[src/rtl/div_unit.sv]
// div_unit: iterative radix-2 restoring divider for DIV/DIVU in the EX stage.
// One quotient bit per clock; signed operands are divided as magnitudes and
// the signs are applied when the result is formed. Divide-by-zero returns 0.
module div_unit #(
    parameter int DATA_W = 32
) (
    input  logic                  clk,
    input  logic                  rst,
    input  logic                  signed_div_i,
    input  logic [DATA_W-1:0]     opdata1_i,
    input  logic [DATA_W-1:0]     opdata2_i,
    input  logic                  start_i,
    input  logic                  annul_i,
    output logic [2*DATA_W-1:0]   result_o,
    output logic                  ready_o
);

    localparam int CNT_W = $clog2(DATA_W + 1);
    localparam logic [CNT_W-1:0] LAST_CNT = CNT_W'(DATA_W);

    localparam logic [1:0] DIV_FREE    = 2'b00;
    localparam logic [1:0] DIV_BY_ZERO = 2'b01;
    localparam logic [1:0] DIV_ON      = 2'b10;
    localparam logic [1:0] DIV_END     = 2'b11;

    // Two's complement negation.
    function automatic logic [DATA_W-1:0] neg_w(input logic [DATA_W-1:0] x);
        return ~x + DATA_W'(1);
    endfunction

    // Magnitude of an operand when it is to be treated as signed.
    function automatic logic [DATA_W-1:0] mag_w(input logic [DATA_W-1:0] x,
                                                input logic              is_signed);
        return (is_signed && x[DATA_W-1]) ? neg_w(x) : x;
    endfunction

    logic [1:0]          state_r;
    logic [CNT_W-1:0]    cnt_r;
    logic [2*DATA_W:0]   dividend_r;   // {partial remainder, quotient bits}
    logic [DATA_W-1:0]   divisor_r;
    logic                signed_r;
    logic                sign1_r;
    logic                sign2_r;

    logic                fits_s;
    logic [DATA_W:0]     diff_s;
    logic [2*DATA_W:0]   step_next_s;
    logic [DATA_W-1:0]   quo_mag_s;
    logic [DATA_W-1:0]   rem_mag_s;
    logic [DATA_W-1:0]   quo_s;
    logic [DATA_W-1:0]   rem_s;
    logic [DATA_W-1:0]   op1_mag_s;
    logic [DATA_W-1:0]   op2_mag_s;

    // Operand magnitudes for latching on the start edge.
    always_comb begin
        op1_mag_s = mag_w(opdata1_i, signed_div_i);
        op2_mag_s = mag_w(opdata2_i, signed_div_i);
    end

    // One restoring step: shift left, trial-subtract the divisor from the upper field.
    // dividend_r[2W:W-1] is the upper field after the shift; the compare sees its full
    // width, while the kept difference always fits in W+1 bits when the subtraction succeeds.
    always_comb begin
        fits_s = (dividend_r[2*DATA_W:DATA_W-1] >= {2'b00, divisor_r});
        diff_s = dividend_r[2*DATA_W-1:DATA_W-1] - {1'b0, divisor_r};
        if (fits_s) begin
            step_next_s = {diff_s, dividend_r[DATA_W-2:0], 1'b1};
        end else begin
            step_next_s = {dividend_r[2*DATA_W-1:0], 1'b0};
        end
    end

    // Result formation: the remainder is bits [2W:W+1] of the register shifted once
    // more, i.e. bits [2W-1:W] as stored; signs are re-applied for DIV.
    always_comb begin
        quo_mag_s = dividend_r[DATA_W-1:0];
        rem_mag_s = dividend_r[2*DATA_W-1:DATA_W];
        if (signed_r && (sign1_r != sign2_r)) begin
            quo_s = neg_w(quo_mag_s);
        end else begin
            quo_s = quo_mag_s;
        end
        if (signed_r && sign1_r) begin
            rem_s = neg_w(rem_mag_s);
        end else begin
            rem_s = rem_mag_s;
        end
    end

    // Divider control FSM, datapath registers and registered outputs.
    always_ff @(posedge clk) begin
        if (rst) begin
            state_r    <= DIV_FREE;
            cnt_r      <= '0;
            ready_o    <= 1'b0;
            result_o   <= '0;
            dividend_r <= '0;
            divisor_r  <= '0;
            signed_r   <= 1'b0;
            sign1_r    <= 1'b0;
            sign2_r    <= 1'b0;
        end else begin
            case (state_r)
                DIV_FREE: begin
                    ready_o  <= 1'b0;
                    result_o <= '0;
                    if (start_i && !annul_i) begin
                        signed_r   <= signed_div_i;
                        sign1_r    <= signed_div_i & opdata1_i[DATA_W-1];
                        sign2_r    <= signed_div_i & opdata2_i[DATA_W-1];
                        divisor_r  <= op2_mag_s;
                        dividend_r <= {{(DATA_W+1){1'b0}}, op1_mag_s};
                        cnt_r      <= '0;
                        if (opdata2_i == '0) begin
                            state_r <= DIV_BY_ZERO;
                        end else begin
                            state_r <= DIV_ON;
                        end
                    end
                end
                DIV_BY_ZERO: begin
                    if (annul_i) begin
                        state_r <= DIV_FREE;
                    end else begin
                        result_o <= '0;
                        ready_o  <= 1'b1;
                        state_r  <= DIV_END;
                    end
                end
                DIV_ON: begin
                    if (annul_i) begin
                        state_r <= DIV_FREE;
                    end else if (cnt_r != LAST_CNT) begin
                        dividend_r <= step_next_s;
                        cnt_r      <= cnt_r + CNT_W'(1);
                    end else begin
                        result_o <= {rem_s, quo_s};
                        ready_o  <= 1'b1;
                        state_r  <= DIV_END;
                    end
                end
                DIV_END: begin
                    // Flush is signalled by EX dropping start_i, so annul_i is not looked at here.
                    if (!start_i) begin
                        ready_o  <= 1'b0;
                        result_o <= '0;
                        state_r  <= DIV_FREE;
                    end
                end
                default: begin
                    state_r  <= DIV_FREE;
                    ready_o  <= 1'b0;
                    result_o <= '0;
                end
            endcase
        end
    end

endmodule

[config.mk]
export PLATFORM = sky130hd
export DESIGN_NAME = div_unit
export DESIGN_NICKNAME = d
export VERILOG_FILES = /design/src/rtl/div_unit.sv
export SDC_FILE = /design/constraint.sdc
export NUM_CORES = 1
export LEC_CHECK = 0
export CAP_MARGIN = 15
export CORE_MARGIN = 2
export CORE_UTILIZATION = 55
export DETAILED_ROUTE_END_ITERATION = 16
export PLACE_DENSITY_LB_ADDON = 0.05
export SLEW_MARGIN = 20
export SYNTH_ARGS = -nofsm -noshare
export SYNTH_HDL_FRONTEND = slang
export SYNTH_SLANG_ARGS = --single-unit
[constraint.sdc]
create_clock -name clk -period 5.45 [get_ports clk]
set_clock_uncertainty 0.1 [all_clocks]
set_input_delay 0.545 -clock clk [delete_from_list [all_inputs] [get_ports clk]]
set_output_delay 0.545 -clock clk [all_outputs]
set_load 0.01 [all_outputs]
==> results of run 1 <==
report_power, final:
part	switching (mW)	internal (mW)
Combinational	1.40	0.755
Sequential	0.198	1.41
Clock	0.547	0.732
worst min-delay path by stage:
stage,endpoint,slack (ps),cells after the start
after detailed placement,result_o[53],340,2
after floorplan,divisor_r[31],330,2
after global routing,result_o[63],380,2
after CTS,result_o[25],360,2
after global placement,result_o[53],330,2
final,result_o[52],350,2
worst register-to-register path: stages, from the launching register on:
cell and delay, ps:
dfxtp_1 390, ha_1 460, nand4_1 220, o221ai_1 300
nor3b_1 490, a2111oi_2 100, buf_4 210, nor2_2 870
nand2_1 420, o21ai_0 280
layer usage:
layer	up-vias	global-route usage, %	share of wire, %
li1	5331	-	-
met1	5031	44.4	49
met2	395	42.8	42
met3	50	5.36	7.5
met4	2	8.68	2.0
met5	-	0	0.072
metrics by stage:
stage | util [%] | power (mW) | hold WS, ps | instances
4_1_cts | 66.7 | 5.00 | 356 | 1810
5_1_grt | 66.7 | 5.34 | 377 | 1810
3_3_place_gp | 63.6 | 3.71 | 335 | 1779
6_report | 66.7 | 5.04 | 351 | 1810
2_1_floorplan | - | 3.14 | 332 | 1461
3_5_place_dp | 63.6 | 3.73 | 340 | 1779
cell usage after synthesis (16+ instances only):
master | count | area [sq um]
dfxtp_1 | 173 | 3460
ha_1 | 42 | 526
nor3_1 | 32 | 160
o21ai_0 | 111 | 556
nor2_1 | 161 | 604
a21o_1 | 16 | 120
xnor2_1 | 87 | 762
or3_1 | 18 | 113
nand2_1 | 180 | 676
o211ai_1 | 18 | 135
inv_1 | 60 | 225
nor4_1 | 17 | 106
xor2_1 | 54 | 473
nand3_1 | 24 | 120
a211oi_1 | 31 | 233
a22oi_1 | 37 | 278
mux2i_1 | 21 | 210
a21oi_1 | 122 | 611
o31ai_1 | 17 | 128
clkbuf_1 | 84 | 315
cells by family after synthesis:
family / after synthesis
DFF: 173
buffers and inverters: 153
xor gates and xnor gates: 141
muxes: 21
and+or+nand+nor: 499
adders and majority gates: 43
AOI/OAI and AO/OA: 431
flip-flops by register name, indices dropped and copies added, names as in the netlist:
name / count
cnt_r: 6
state_r: 2
sign1_r: 1
divisor_r: 32
dividend_r: 65
ready_o: 1
result_o: 64
signed_r: 1
sign2_r: 1
final cells by class:
| type | instances | share of cell area (%) |
|---|---|---|
| Clock buffer | 18 | 3.28 |
| Clock inverter | 13 | 1.38 |
| Inverter | 61 | 1.75 |
| Multi-Input combinational cell | 1135 | 53.7 |
| Sequential cell | 173 | 26.5 |
| Tap cell | 265 | 2.54 |
| Timing Repair Buffer | 145 | 10.9 |
==> metrics.md, run 1 <==
| Metric | Value |
|---|---|
| Largest family of logic cells by synthesized area | `compound AO/OA/AOI/OAI gates` |
| Initial DRC Count | `843` |
| Final hold viol count | `0` |
| Final GP Congestion | `0.956` |
| Clk pin slew, worst setup/hold paths | `70 ps` |
| Number of cell rows | `51` |
| RSZ-0062 raised after global routing | `no` |
| Rel. slew slack | `25.5%` |
| Total CTS buffers | `17` |
| N_diodes | `0` |
| Minimum clock period | `3890 ps` |
| Fraction of the mapped netlist area in adder cells | `4.94%` |
| R2R Path End | `dividend_r[60]` |
| Pin count of the biggest net entering global routing | `63` |
| Fillcell total | `1766` |
| Setup TNS | `0 ps` |
| Clock latency on the worst-skew pair | `440 ps` |
| Startpoint Class | `flip-flop` |
| Commonest cells after routing, fill and taps aside | `180 x nand2_1, 173 x dfxtp_1, 158 x nor2_1, 132 x clkdlybuf4s50_1, 122 x a21oi_1` |
| CP Capture Type | `flip-flop` |
| Worst Reg-to-Reg Cells | `9` |
| Drt total wl | `31900 um` |
| Actual slew at the worst max-slew pin | `1120 ps` |
| Most common cell after layout, fill and taps aside | `nand2_1` |
| Finish-stage setup viols | `0` |
| Synth cell types | `67` |
| Vias in the first global route | `9830` |
| Synthesized area per cell | `7.56 sq um` |
| # DRC | `0` |
| Net Count, Synth | `1573` |
| Fmax | `257 MHz` |
| Delay-heaviest family, CP | `simple AND/OR/NAND/NOR gates` |
| Area of the multi-input gates | `7020 sq um` |
| Register area share after synthesis | `31.4%` |
| Root Buffer | `clkbuf_16` |
| Setup slack at placement | `1670 ps` |
| Yosys warns | `0` |
| Initial antenna violation count | `1` |
| Critical path origin | `dividend_r[46]` |
| Die area | `21200 sq um` |
| CP max FO | `17` |
| CTS Hold Bufs | `0` |
| Register area | `3460 sq um` |
| Worst Setup EP | `dividend_r[60]` |
| Post-synth ARST share | `0%` |
| Worst path bufs/invs | `1` |
| Die W | `146 um` |
| Synth Area in XOR/XNOR | `11.2%` |
| Post-synthesis mux area share | `1.90%` |
| CTS Buffer Depth | `2` |
| Post-synth EDFFs | `0` |
| Worst path cell trace | `ha_1, nand4_1, o221ai_1, nor3b_1, a2111oi_2, buf_4, nor2_2, nand2_1, o21ai_0` |
| R2r setup slk | `1560 ps` |
| Io pins | `134` |
| Period Utilization, post-route | `71.5%` |
| Slowest stage cell, crit path | `nor2_2` |
| First-pass DRT Iterations | `6` |
| Share of layout cells above drive strength 1 | `4.40%` |
| Area delta synth->final | `18.4%` |
| Hold crit path type | `flip-flop to flip-flop` |
| Slew Limit Fails | `0` |
| First-pass GRT wire length | `51300 um` |
| Core Region | `19600 sq um` |
| Worst r2r src | `dividend_r[46]` |
| Critical Path AT | `4150 ps` |
| H-tree lvl count | `4` |
| CTS tree | `done` |
| PortBufs | `133` |
| NumNets Final | `1645` |
| Vias post-DR | `10809` |
| Placed Area | `12500 sq um` |
| #FFs+latches synth | `173` |
| Compound-cell area share of the yosys netlist | `24.7%` |
| Pwr dens | `385 nW/um^2` |
| Max-cap viol count | `0` |
| Hold Path Origin | `result_o[52]` |
| PostCTS Resize Cnt | `0` |
| Die Y | `146 um` |
| Hpwl dp | `23800 um` |
| Levels on crit path | `9` |
| Avg Vias per Cell | `5.97` |
| Mean routed wirelength per cell | `17.6 um` |
| Initial Util | `56.4%` |
| Detail Route Antenna Nets | `0` |
| WP data required | `5700 ps` |
| Status | `complete, no violations` |
| Sink Count | `173` |
| Simple-gate share of the synthesized area | `20.6%` |
| Worst setup margin | `1560 ps` |
| Synth Instances | `1461` |
| Critical path type | `flip-flop to flip-flop` |
| Gr usage total | `29.5%` |
| CP max stage delay | `870 ps` |
| Post-synth top flop | `dfxtp_1` |
| Post-CTS Setup Bufs | `0` |
| Total gr overflow | `0` |
| Netlist area before placement | `11000 sq um` |
| Worst VDD drop | `0.000318 V` |
| Leakage power total | `4.89 nW` |
| Design area | `13100 sq um` |
Power figures use the tool's default switching activity.
==> run 2, diff against run 1 <==
--- a/config.mk
+++ b/config.mk
@@ -7,7 +7,7 @@
 export LEC_CHECK = 0
 export CAP_MARGIN = 15
 export CORE_MARGIN = 2
-export CORE_UTILIZATION = 55
+export CORE_UTILIZATION = 51
 export DETAILED_ROUTE_END_ITERATION = 16
 export PLACE_DENSITY_LB_ADDON = 0.05
 export SLEW_MARGIN = 20
==> constraint.sdc (replaced) <==
create_clock -name clk -period 3.35 [get_ports clk]
set_clock_uncertainty 0.1 [all_clocks]
set_input_delay 0.335 -clock clk [delete_from_list [all_inputs] [get_ports clk]]
set_output_delay 0.335 -clock clk [all_outputs]
set_load 0.01 [all_outputs]
==> metrics.md, run 2 (synthesized netlist as in run 1, its figures left out) <==
| Metric | Value |
|---|---|
| PortBufs | `133 (unchanged)` |
| Fillcell total | `1935 (+9.6%)` |
| First-pass GRT wire length | `50800 um (-0.93%)` |
| Vias in the first global route | `9473 (-3.6%)` |
| Rel. slew slack | `43.2% (+18 points)` |
| Finish-stage setup viols | `0 (unchanged)` |
| Period Utilization, post-route | `92.5% (+21 points)` |
| Max-cap viol count | `0 (unchanged)` |
| Minimum clock period | `3100 ps (-795 ps)` |
| # DRC | `0 (unchanged)` |
| Commonest cells after routing, fill and taps aside | `179 x nand2_1, 173 x dfxtp_1, 158 x nor2_1, 132 x clkdlybuf4s50_1, 121 x a21oi_1` |
| H-tree lvl count | `4 (unchanged)` |
| Avg Vias per Cell | `5.79 (-3.0%)` |
| Slew Limit Fails | `0 (unchanged)` |
| Clock latency on the worst-skew pair | `450 ps (about the same)` |
| Core Region | `21200 sq um (+8.0%)` |
| Actual slew at the worst max-slew pin | `850 ps (-266 ps)` |
| CP Capture Type | `flip-flop` |
| Die W | `151 um (+3.7%)` |
| Die Y | `151 um (+3.7%)` |
| Io pins | `134 (unchanged)` |
| Share of layout cells above drive strength 1 | `7.53% (+3.1 points)` |
| Fmax | `323 MHz (+26%)` |
| Hpwl dp | `24800 um (+4.2%)` |
| Setup slack at placement | `197 ps (-1470 ps)` |
| Critical Path AT | `3300 ps (-850 ps)` |
| CP max FO | `10 (-7)` |
| Startpoint Class | `flip-flop` |
| Worst VDD drop | `0.000396 V (+24%)` |
| Gr usage total | `28.6% (-0.92 points)` |
| Initial antenna violation count | `0 (-1)` |
| Max reg flops | `65 (unchanged)` |
| Status | `complete, no violations` |
| Sink Count | `173 (unchanged)` |
| Worst setup margin | `251 ps (-1300 ps)` |
| N_diodes | `0 (unchanged)` |
| CTS Hold Bufs | `0 (unchanged)` |
| Drt total wl | `32400 um (+1.7%)` |
| Mean routed wirelength per cell | `17.4 um (-1.5%)` |
| Root Buffer | `clkbuf_16` |
| Most common cell after layout, fill and taps aside | `nand2_1` |
| Pwr dens | `608 nW/um^2 (+58%)` |
| Vias post-DR | `10826 (+0.16%)` |
| RSZ-0062 raised after global routing | `no` |
| CTS Buffer Depth | `2 (unchanged)` |
| Total CTS buffers | `17 (unchanged)` |
| Area delta synth->final | `21.8%` |
| Worst hold slack | `195 ps (-156 ps)` |
| Hold crit path type | `input port to flip-flop` |
| Setup TNS | `0 ps (unchanged)` |
| NumNets Final | `1693 (+2.9%)` |
| Top reg by flops | `dividend_r` |
| Die area | `22800 sq um (+7.6%)` |
| Initial DRC Count | `881 (+4.5%)` |
| Clk pin slew, worst setup/hold paths | `80 ps (about the same)` |
| Detail Route Antenna Nets | `0 (unchanged)` |
| Total gr overflow | `0 (unchanged)` |
| CTS tree | `done` |
| Final hold viol count | `0 (unchanged)` |
| Final GP Congestion | `0.926 (-3.1%)` |
| Number of cell rows | `53 (+3.9%)` |
| Critical path type | `flip-flop to flip-flop` |
| Initial Util | `52.2% (-4.2 points)` |
| WP data required | `3550 ps (-2150 ps)` |
| Leakage power total | `5.13 nW (+5.0%)` |
| First-pass DRT Iterations | `5 (-1)` |
| Pin count of the biggest net entering global routing | `66 (+4.8%)` |
| Largest regs | `dividend_r (65), result_o (64), divisor_r (32)` |
## run 2: report_power, final
part	total, mW	leakage [nW]	switching (mW)	internal [mW]
clock	2.00	0.288	0.993	1.01
combinational	3.60	3.44	2.29	1.31
sequential	2.58	1.40	0.291	2.29
total	8.18	5.13	3.57	4.61
## run 2: worst max-delay path: stages, from the launching register on
cell	delay, ps
dfxtp_1	340
inv_1	70
ha_1	430
nand4_1	170
o221ai_1	380
nor3b_1	410
a2111oi_2	80
buf_4	180
nor2_2	280
buf_12	190
mux2i_1	190
o21ai_0	130
## run 2: timing repair
action                     4_1_cts  5_1_grt
setup endpoints to repair        0       26
setup buffers                    0        0
gates resized for setup          0        2
## run 2: path summary, 6_finish.rpt
kind / start / to / slack, ps / cells past startpoint
max: divisor_r[17] / dividend_r[46] / 250 / 11
min: rst / result_o[8] / 190 / 2
max reg2reg: divisor_r[17] / dividend_r[46] / 250 / 11
min reg2reg: result_o[53] / result_o[53] / 350 / 2
## run 2: routing by layer
metal  vias up  track usage, %  wire length (um)
met5         -               0                 0
met3        36            4.25              2190
met4         0            7.99               582
met1      4989            45.4             16500
met2       368            39.3             13200
li1       5433               -                 -
## run 2: stage by stage
| stage | instance area [sq um] | total power, mW | util (%) | cells |
|---|---|---|---|---|
| after floorplan | 11000 | 5.11 | - | 1461 |
| after global placement | 12900 | 6.14 | 60.8 | 1837 |
| after detailed placement | 12900 | 6.16 | 60.8 | 1837 |
| after CTS | 13400 | 8.15 | 63.6 | 1869 |
| after global routing | 13500 | 8.70 | 63.6 | 1869 |
| final | 13500 | 8.18 | 63.6 | 1869 |
## run 2: final cells by class
cell class | instances | area [sq um] | area share, %
clock buffers | 17 | 425 | 3.16
clock inverters | 15 | 168 | 1.25
inverters | 61 | 229 | 1.70
multi-input cells | 1135 | 7030 | 52.3
flip-flops and latches | 173 | 3460 | 25.7
well taps | 275 | 344 | 2.56
repair buffers | 193 | 1790 | 13.3
